==> src/rtl/instr_fetch_unit_pkg.sv <==
// ---------------------------------------------------------------------------
// instr_fetch_unit_pkg
// Processor-wide fetch definitions shared by the fetch unit and its queue:
//   INSN_NOP          - canonical NOP (addi x0,x0,0) shown when nothing is valid
//   DEFAULT_RESET_PC  - default program counter after reset
//   fetch_entry_t     - one queue entry: instruction word plus its address
//   word_align()      - clears the byte-offset bits of an address
// ---------------------------------------------------------------------------
package instr_fetch_unit_pkg;

  localparam logic [31:0] INSN_NOP         = 32'h0000_0013;
  localparam logic [31:0] DEFAULT_RESET_PC = 32'h0000_0000;

  typedef struct packed {
    logic [31:0] pc;
    logic [31:0] insn;
  } fetch_entry_t;

  function automatic logic [31:0] word_align(input logic [31:0] addr);
    return addr & ~32'h0000_0003;
  endfunction

endpackage

==> src/rtl/instr_fetch_unit_queue.sv <==
// ---------------------------------------------------------------------------
// fetch_queue
// Small synchronous FIFO holding fetched {pc, instruction} pairs.
// Ports:
//   clk, rst_n   - clock, asynchronous active-low reset
//   push, push_data - write one 64-bit entry
//   pop          - remove the head entry (ignored when empty)
//   flush        - discard every entry; wins over push and pop
//   head         - current head entry (meaningful only when count != 0)
//   count        - occupancy, 0..DEPTH
// DEPTH must be a power of two so the pointers wrap by plain overflow.
// ---------------------------------------------------------------------------
module fetch_queue #(
  parameter int DEPTH = 2
) (
  input  logic                     clk,
  input  logic                     rst_n,
  input  logic                     push,
  input  logic [63:0]              push_data,
  input  logic                     pop,
  input  logic                     flush,
  output logic [63:0]              head,
  output logic [$clog2(DEPTH):0]   count
);

  localparam int PW = $clog2(DEPTH);
  localparam int CW = PW + 1;

  logic [63:0]   mem [DEPTH];
  logic [PW-1:0] rd_ptr;
  logic [PW-1:0] wr_ptr;
  logic          do_push;
  logic          do_pop;

  // A push into a full queue is allowed only when the head leaves the same cycle.
  assign do_pop  = pop && (count != '0);
  assign do_push = push && ((count != CW'(DEPTH)) || do_pop);

  always_ff @(posedge clk or negedge rst_n) begin
    if (!rst_n) begin
      rd_ptr <= '0;
      wr_ptr <= '0;
      count  <= '0;
    end else if (flush) begin
      rd_ptr <= '0;
      wr_ptr <= '0;
      count  <= '0;
    end else begin
      if (do_push) wr_ptr <= wr_ptr + PW'(1);
      if (do_pop)  rd_ptr <= rd_ptr + PW'(1);
      count <= count + CW'(do_push) - CW'(do_pop);
    end
  end

  always_ff @(posedge clk) begin
    if (do_push && !flush) mem[wr_ptr] <= push_data;
  end

  assign head = mem[rd_ptr];

endmodule

==> src/rtl/instr_fetch_unit.sv <==
// ---------------------------------------------------------------------------
// instr_fetch_unit
// Front-end fetch stage: owns the PC, issues in-order word reads to
// instruction memory, buffers returned words and presents them to decode.
// A redirect reloads the PC, flushes the queue and discards in-flight words.
// Ports:
//   clk, rst_n                     - clock, asynchronous active-low reset
//   imem_req_valid/ready/addr      - fetch request channel (word aligned)
//   imem_rsp_valid/data            - in-order response channel, no backpressure
//   redirect_valid/pc              - single-cycle PC reload from execute
//   dec_valid/ready                - decode handshake
//   instruction_code, dec_pc       - head instruction and its address
// ---------------------------------------------------------------------------
module instr_fetch_unit
  import instr_fetch_unit_pkg::*;
#(
  parameter logic [31:0] RESET_PC    = DEFAULT_RESET_PC,
  parameter int          QUEUE_DEPTH = 2
) (
  input  logic        clk,
  input  logic        rst_n,
  output logic        imem_req_valid,
  input  logic        imem_req_ready,
  output logic [31:0] imem_req_addr,
  input  logic        imem_rsp_valid,
  input  logic [31:0] imem_rsp_data,
  input  logic        redirect_valid,
  input  logic [31:0] redirect_pc,
  output logic        dec_valid,
  input  logic        dec_ready,
  output logic [31:0] instruction_code,
  output logic [31:0] dec_pc
);

  localparam int CW = $clog2(QUEUE_DEPTH) + 1;
  // Repeated redirects can stack several generations of stale responses,
  // so the drop counter gets generous headroom beyond one queue's worth.
  localparam int DW = CW + 6;
  localparam logic [CW:0] DEPTH_C = (CW + 1)'(QUEUE_DEPTH);

  logic [31:0]   pc;
  logic [31:0]   rsp_pc;
  logic [CW-1:0] occ;
  logic [CW-1:0] outst;
  logic [DW-1:0] drop;
  logic [31:0]   target;
  logic          credit;
  logic          req_fire;
  logic          rsp_keep;
  logic          push;
  logic          pop;
  fetch_entry_t  push_entry;
  fetch_entry_t  head_entry;

  assign target = word_align(redirect_pc);

  // Every outstanding request already owns a queue slot, so responses can
  // never be refused. Reset gates the request so nothing is issued while low.
  assign credit         = ({1'b0, occ} + {1'b0, outst}) < DEPTH_C;
  assign imem_req_valid = rst_n && !redirect_valid && credit;
  assign imem_req_addr  = pc;
  assign req_fire       = imem_req_valid && imem_req_ready;

  // Responses are in order and stale ones always precede live ones, so the
  // PC of the next live response is tracked by a single running counter.
  assign rsp_keep   = imem_rsp_valid && (drop == '0);
  assign push       = rsp_keep && !redirect_valid;
  assign pop        = dec_valid && dec_ready;
  assign push_entry = '{pc: rsp_pc, insn: imem_rsp_data};

  // PC, outstanding-request and stale-response bookkeeping. On a redirect
  // every request still in flight becomes stale, minus the one answered now.
  always_ff @(posedge clk or negedge rst_n) begin
    if (!rst_n) begin
      pc     <= RESET_PC;
      rsp_pc <= RESET_PC;
      outst  <= '0;
      drop   <= '0;
    end else if (redirect_valid) begin
      pc     <= target;
      rsp_pc <= target;
      outst  <= '0;
      drop   <= drop + DW'(outst) - DW'(imem_rsp_valid);
    end else begin
      if (req_fire) pc <= pc + 32'd4;
      if (rsp_keep) rsp_pc <= rsp_pc + 32'd4;
      outst <= outst + CW'(req_fire) - CW'(rsp_keep);
      if (imem_rsp_valid && (drop != '0)) drop <= drop - DW'(1);
    end
  end

  fetch_queue #(
    .DEPTH(QUEUE_DEPTH)
  ) u_queue (
    .clk      (clk),
    .rst_n    (rst_n),
    .push     (push),
    .push_data(push_entry),
    .pop      (pop),
    .flush    (redirect_valid),
    .head     (head_entry),
    .count    (occ)
  );

  assign dec_valid        = (occ != '0);
  assign instruction_code = dec_valid ? head_entry.insn : INSN_NOP;
  assign dec_pc           = dec_valid ? head_entry.pc : 32'h0000_0000;

endmodule

==> config.mk <==
export PLATFORM = sky130hd
export DESIGN_NAME = instr_fetch_unit
export DESIGN_NICKNAME = d
export VERILOG_FILES = /design/src/rtl/instr_fetch_unit_pkg.sv /design/src/rtl/instr_fetch_unit_queue.sv /design/src/rtl/instr_fetch_unit.sv
export SDC_FILE = /design/constraint.sdc
export NUM_CORES = 1
export LEC_CHECK = 0
export CAP_MARGIN = 20
export CORE_AREA = 10 10 147 149
export CTS_CLUSTER_DIAMETER = 80
export DETAILED_ROUTE_END_ITERATION = 16
export DIE_AREA = 0 0 157 159
export PLACE_DENSITY = 0.88
export SLEW_MARGIN = 10
export SYNTH_ARGS = -nofsm -noshare
export SYNTH_HDL_FRONTEND = slang
export SYNTH_HIERARCHICAL = 1
export SYNTH_SLANG_ARGS = --single-unit
==> constraint.sdc <==
create_clock -name clk -period 9.4 [get_ports clk]
set_input_delay 0.94 -clock clk [delete_from_list [all_inputs] [get_ports clk]]
set_output_delay 0.94 -clock clk [all_outputs]
set_load 0.02 [all_outputs]
# Word level (Yosys, flattened, before mapping)
# Memory sizes are Yosys's and may differ from the RTL's.
# Cells that the tools add are included.
[totals] ff_bits=78 latchBits=0 ram_bits=128 mem_bits_ro=0 inputBits=70 wordCells=58 mem_count=1
[memory_table] name="u_queue.mem" words=2 word_bits=64 rd=1 rd_clocked_by_memory_dff=0 write_ports=1 line="instr_fetch_unit_queue.sv:29" source="logic [63:0] mem [DEPTH];"
[classes] add_sub_neg=12 multipliers=0 div=0 magnitude_cmp=1 n_eq_ne=1 n_shift=0 muxes=16 bitwise=0 reduce_logical=20
[ops] cell="two-way mux 32 bit" count=6
[ops] cell="adder 32 x 3 -> 32 bit (second input constant)" count=2
[ops] cell="two-way mux 8 bit" count=2
[ops] cell="nonzero test 2 bit" count=6
[ops] cell="logical AND 1 bit" count=10
[ops] cell="adder 8 x 2 -> 8 bit" count=1
[ops] cell="logical NOT 8 bit" count=1
[ops] cell="nonzero test 8 bit" count=1
[ops] cell="subtractor 8 x 1 -> 8 bit" count=1
[ops] cell="subtractor 8 x 1 -> 8 bit (second input constant)" count=1
[ops] cell="two-way mux 1 bit" count=6
[ops] cell="adder 2 x 1 -> 2 bit" count=2
[ops] cell="two-way mux 2 bit" count=2
[ops] cell="subtractor 2 x 1 -> 2 bit" count=2
[ops] cell="adder 2 x 2 -> 3 bit" count=1
[ops] cell="< comparator 3 x 2 -> 1 bit (second input constant)" count=1
[ops] cell="adder 1 bit (second input constant)" count=2
[ops] cell="!= test 2 bit (second input constant)" count=1
[ops] cell="logical NOT 1 bit" count=1
[ops] cell="logical OR 1 bit" count=1

# Depth between registers and ports, before layout
[logic_depth] ltp_word=8 mapped_depth=11 mapped_depth_nobuf=11

# Cells and area by module
# The synthesis kept the hierarchy.
[by_module_without_submodules] module="instr_fetch_unit" n_inst=1 cells_per_inst=563 area_each_um2=5092.4 seq_area_each_um2=1751.7
[by_module_without_submodules] module="fetch_queue" n_inst=1 cells_per_inst=220 area_each_um2=4870.9 seq_area_each_um2=3943.8

# Worst setup path after synthesis
# No wires, ideal clock.
[synth_path] path_kind="input-to-reg" startpoint="in redirect_valid" endpoint="mem u_queue.mem[1][0] (enable)" setup_ps=578 t_arrival_ps=6468 t_required_ps=8822 path_slack_ps=2354 path_stages=6 path_cell_list="buf_6 > clkbuf_1 > clkbuf_1 > nor2_1 > o31ai_4 > nor3b_1"
[synth_via] elab_chain_cells=6
[synth_rtl] item="from (decl)" line="instr_fetch_unit.sv:27" source="input logic redirect_valid,"
[synth_rtl] item="logical NOT 1 bit" line="instr_fetch_unit.sv:67" source="assign push = rsp_keep && !redirect_valid;"
[synth_rtl] item="logical AND 1 bit" line="instr_fetch_unit.sv:67"
[synth_rtl] item="via push" line="instr_fetch_unit.sv:50" source="logic push;"
[synth_rtl] item="logical AND 1 bit" line="instr_fetch_unit_queue.sv:37" source="assign do_push = push && ((count != CW'(DEPTH)) || do_pop);"
[synth_rtl] item="logical AND 1 bit" line="instr_fetch_unit_queue.sv:56" source="if (do_push && !flush) mem[wr_ptr] <= push_data;"
[synth_rtl] item="two-way mux 1 bit" line="instr_fetch_unit_queue.sv:56"
[synth_rtl] item="two-way mux 1 bit (not written as such)" line="instr_fetch_unit_queue.sv:56"
[synth_rtl] item="to (decl)" line="instr_fetch_unit_queue.sv:29"
# The timed path passes the listed nets, and every way through them passes these cells.

==> impl_summary.md <==
Worst setup path
The register-to-register path setup slack is 6.44 ns. The worst setup path is of the reg2out kind. The worst setup path is launched from a flip-flop. The largest driver fanout on the critical path is 35. The element type at the critical path end is a primary output. Data on the critical path arrives at its endpoint at 3.01 ns. The worst endpoint required time is 8.46 ns.

STA
The final clock period utilization by the worst path is 42.0%. After layout, the worst setup slack is 5.45 ns. The relative max-transition margin is 33.2%. Setup repair after global routing left no endpoint under its margin. The transition time of the tightest slew-check pin is 1.00 ns.

The total of endpoints with negative setup slack in the final report is 0. The final critical-path required period is 3.95 ns. Static timing analysis puts the maximum clock frequency at 253 MHz. The max-slew violation count is 0. The total count of hold-check failures in the final report is 0.

Setup total negative slack on the finished layout was measured at 0 ns. The final setup skew is 0.0291 ns.

Clock tree
The clock tree root driver cell is sky130_fd_sc_hd__clkbuf_16. The clock drives 202 sinks. The clock latency on the worst-skew pair is 0.50 ns.

The CTS buffer count is 21. For this design, the CTS-stage hold fixing added 0 buffers. The number of levels in the clock H-tree is 1. After clock tree synthesis, the clock-pin slew on the worst setup and hold paths is 0.06 ns. The maximum root-to-sink buffer count is 3. The TritonCTS clock tree is done. Once the clock tree was built, the resizer swapped 0 gates to a different size. The number of buffers inserted to repair setup after CTS is 0.

Place
Once detailed placement completed, the half-perimeter wirelength came to 15.9 mm. The final weighted congestion in routability-driven placement is 0.885. The placed instances occupy a cell area of 11800 µm². In this run the tool buffered the top-level ports with 163 buffer cells.

Before CTS, the worst setup slack after placement is 5.77 ns.

Route
For this block, the routed nets add up to 22.9 mm of wire. The first TritonRoute pass finished after 5 iterations. For this run, design rule violations remaining after detail routing come to 0.

The via-per-instance ratio is 5.54. After detailed routing, the average wire length per cell comes to 19.1 µm. In this run, the number of DRC markers left after iteration 0 of detailed routing was 357.

The remaining antenna violation count is 0. The total vias in the final route is 6658.

Synthesis
The top cell type by area accounts for 38.6% of the synthesized area. Yosys printed 6 warnings. sky130_fd_sc_hd__edfxtp_1 takes more of the synthesized area than any other cell. Counting flops with a built-in enable in the synthesized netlist gives 128. The proportion of synthesized flip-flops having asynchronous set or reset is 36.6%.

After synthesis, the mean cell area works out to 12.7 µm². Summing the sequential cell areas from Yosys gives 57.2% of the chip area. The synthesized area is 9960 µm². By area the synthesized netlist is led by sky130_fd_sc_hd__edfxtp_1 (39%), sky130_fd_sc_hd__dfrtp_1 (19%), sky130_fd_sc_hd__mux2_1 (6.4%). Yosys instantiated no cell more often than sky130_fd_sc_hd__edfxtp_1. The dominant synthesized flop cell is sky130_fd_sc_hd__edfxtp_1. The number of distinct library cells after synthesis is 64. The synthesized netlist cell count is 783. By count the netlist is led by sky130_fd_sc_hd__edfxtp_1 (128), sky130_fd_sc_hd__dfrtp_1 (74), sky130_fd_sc_hd__and2_1 (64), sky130_fd_sc_hd__mux2_1 (57), sky130_fd_sc_hd__nand2_1 (45). The flop and latch count out of synthesis is 202.

Power
The peak supply drop is 143 µV. The total power is 2410 µW. The static leakage is 0.00464 µW. The total power per unit cell area is 192 nW/µm².

Die
The initial core utilization is 53.6%. The initialized floorplan defines 50 standard-cell rows. During I/O placement, the number of pins put on the boundary was 168. In this run the horizontal extent of the chip is 157 µm.

The area enclosed by the die boundary is 25000 µm². The total core area is 18600 µm². The die is 159 µm tall.

Outcome
The flow ran to the end, and the final reports show no timing, DRC or antenna violations.

Cells and area
From synthesis to final layout, the design area changed by 26.0%. In the final design database the tool counted 1050 nets. The number of antenna cells inserted is 0. Summing all non-filler instances in the final layout gives an area of 12600 µm². The count of filler cells inserted in the layout is 1324. Of the cells placed in the final design, the portion with a size suffix greater than 1 is 10.3%.

Global routing
The total routing usage reported by global routing is 17.8%. Entering global routing, the biggest net connects 67 pins. Summed over all layers, the global routing overflow is 0. The via count of the first global-routing pass came to 6726. The number of antenna violations at the first check in global routing is 0. The first global-routing pass estimated 36.3 mm of wire.

Run
The reported max-cap violation count is 0.

Hold path
The path class of the tightest hold or removal check is in2async.
-- cell families after synthesis --
group | synth area share [%]
AND/OR/NAND/NOR | 16.4
AO/OA/AOI/OAI | 4.67
buffers and inverters | 2.98
adder cells (fa/ha/maj) | 3.54
multiplexers | 10.3
flip-flops | 57.2
XOR/XNOR | 4.92
other | 0.0376
-- worst max-delay path, cell delays in order, from the launching register on --
cell,delay [ns]
sky130_fd_sc_hd__dfrtp_2,0.85
sky130_fd_sc_hd__buf_4,0.55
sky130_fd_sc_hd__mux2_1,0.36
sky130_fd_sc_hd__nand2b_1,0.14
sky130_fd_sc_hd__clkdlybuf4s50_1,0.59
-- final cells by class --
type                       count  area [µm²]  share of cell area (%)
clock buffer                  27         578                    4.60
clock inverter                10         171                    1.37
inverter                      35         131                    1.05
multi-input combinational    522        4000                    31.9
sequential                   202        5700                    45.4
tap                          234         293                    2.33
timing repair buffer         171        1680                    13.4
-- placed cells by master, fill, tap and decap left out, drive strengths merged, types with 6 or more instances in the layout --
cell type / instances
inv: 34
o21ai: 15
nor4: 12
edfxtp: 128
nor2: 33
clkdlybuf4s50: 161
clkbuf: 27
mux2: 88
buf: 10
nor3: 15
and3: 9
xnor2: 32
ha: 25
dfrtp: 74
a21oi: 13
nand3: 31
conb: 6
or2: 6
clkinv: 6
xor2: 24
nand2: 47
and2: 64
nand4: 24
a21boi: 12
nand2b: 12
-- state kept, by name, indices dropped and copies added (netlist names) --
register        cells
drop                8
imem_req_addr      30
outst               2
rsp_pc             30
u_queue/count       2
u_queue/mem       128
u_queue/rd_ptr      1
u_queue/wr_ptr      1
-- worst paths after layout --
path / start / endpoint / cells after the start
min in group clk: rsp_pc[30]$_DFFE_PN0N_ / u_queue/mem[1][62]$_DFFE_PP_ / 0
max reg2reg: u_queue/count[0]$_DFF_PN0_ / imem_req_addr[28]$_DFFE_PN0P_ / 7
max in group asynchronous: rst_n / u_queue/rd_ptr$_DFFE_PN0P_ / 2
max: u_queue/rd_ptr$_DFFE_PN0P_ / instruction_code[4] / 4
min: rst_n / imem_req_addr[14]$_DFFE_PN0P_ / 1
min reg2reg: rsp_pc[30]$_DFFE_PN0N_ / u_queue/mem[1][62]$_DFFE_PP_ / 0
-- metal layers --
metal / GRT usage, % / wire [µm] / vias to the layer above
met2: 29.0 / 10900 / 249
met3: 4.59 / 1660 / 38
met4: 4.12 / 400 / 0
met1: 23.4 / 9970 / 3217
met5: 0 / 0 / -
li1: - / - / 3154
-- through the flow --
step | hold slack, ns | utilization (%) | cells
after global routing | 0.358 | 67.6 | 1201
after detailed placement | 0.495 | 63.5 | 1164
after floorplan | 0.448 | - | 788
after global placement | 0.484 | 63.5 | 1164
final | 0.354 | 67.6 | 1201
after CTS | 0.348 | 67.6 | 1201
-- where the power goes --
| part | switching [µW] | internal, µW | total, µW |
|---|---|---|---|
| combinational | 246 | 212 | 459 |
| clock | 327 | 569 | 896 |
| sequential | 58.8 | 997 | 1060 |
| total | 632 | 1780 | 2410 |
Note: power is estimated with default switching activity, not from simulation.
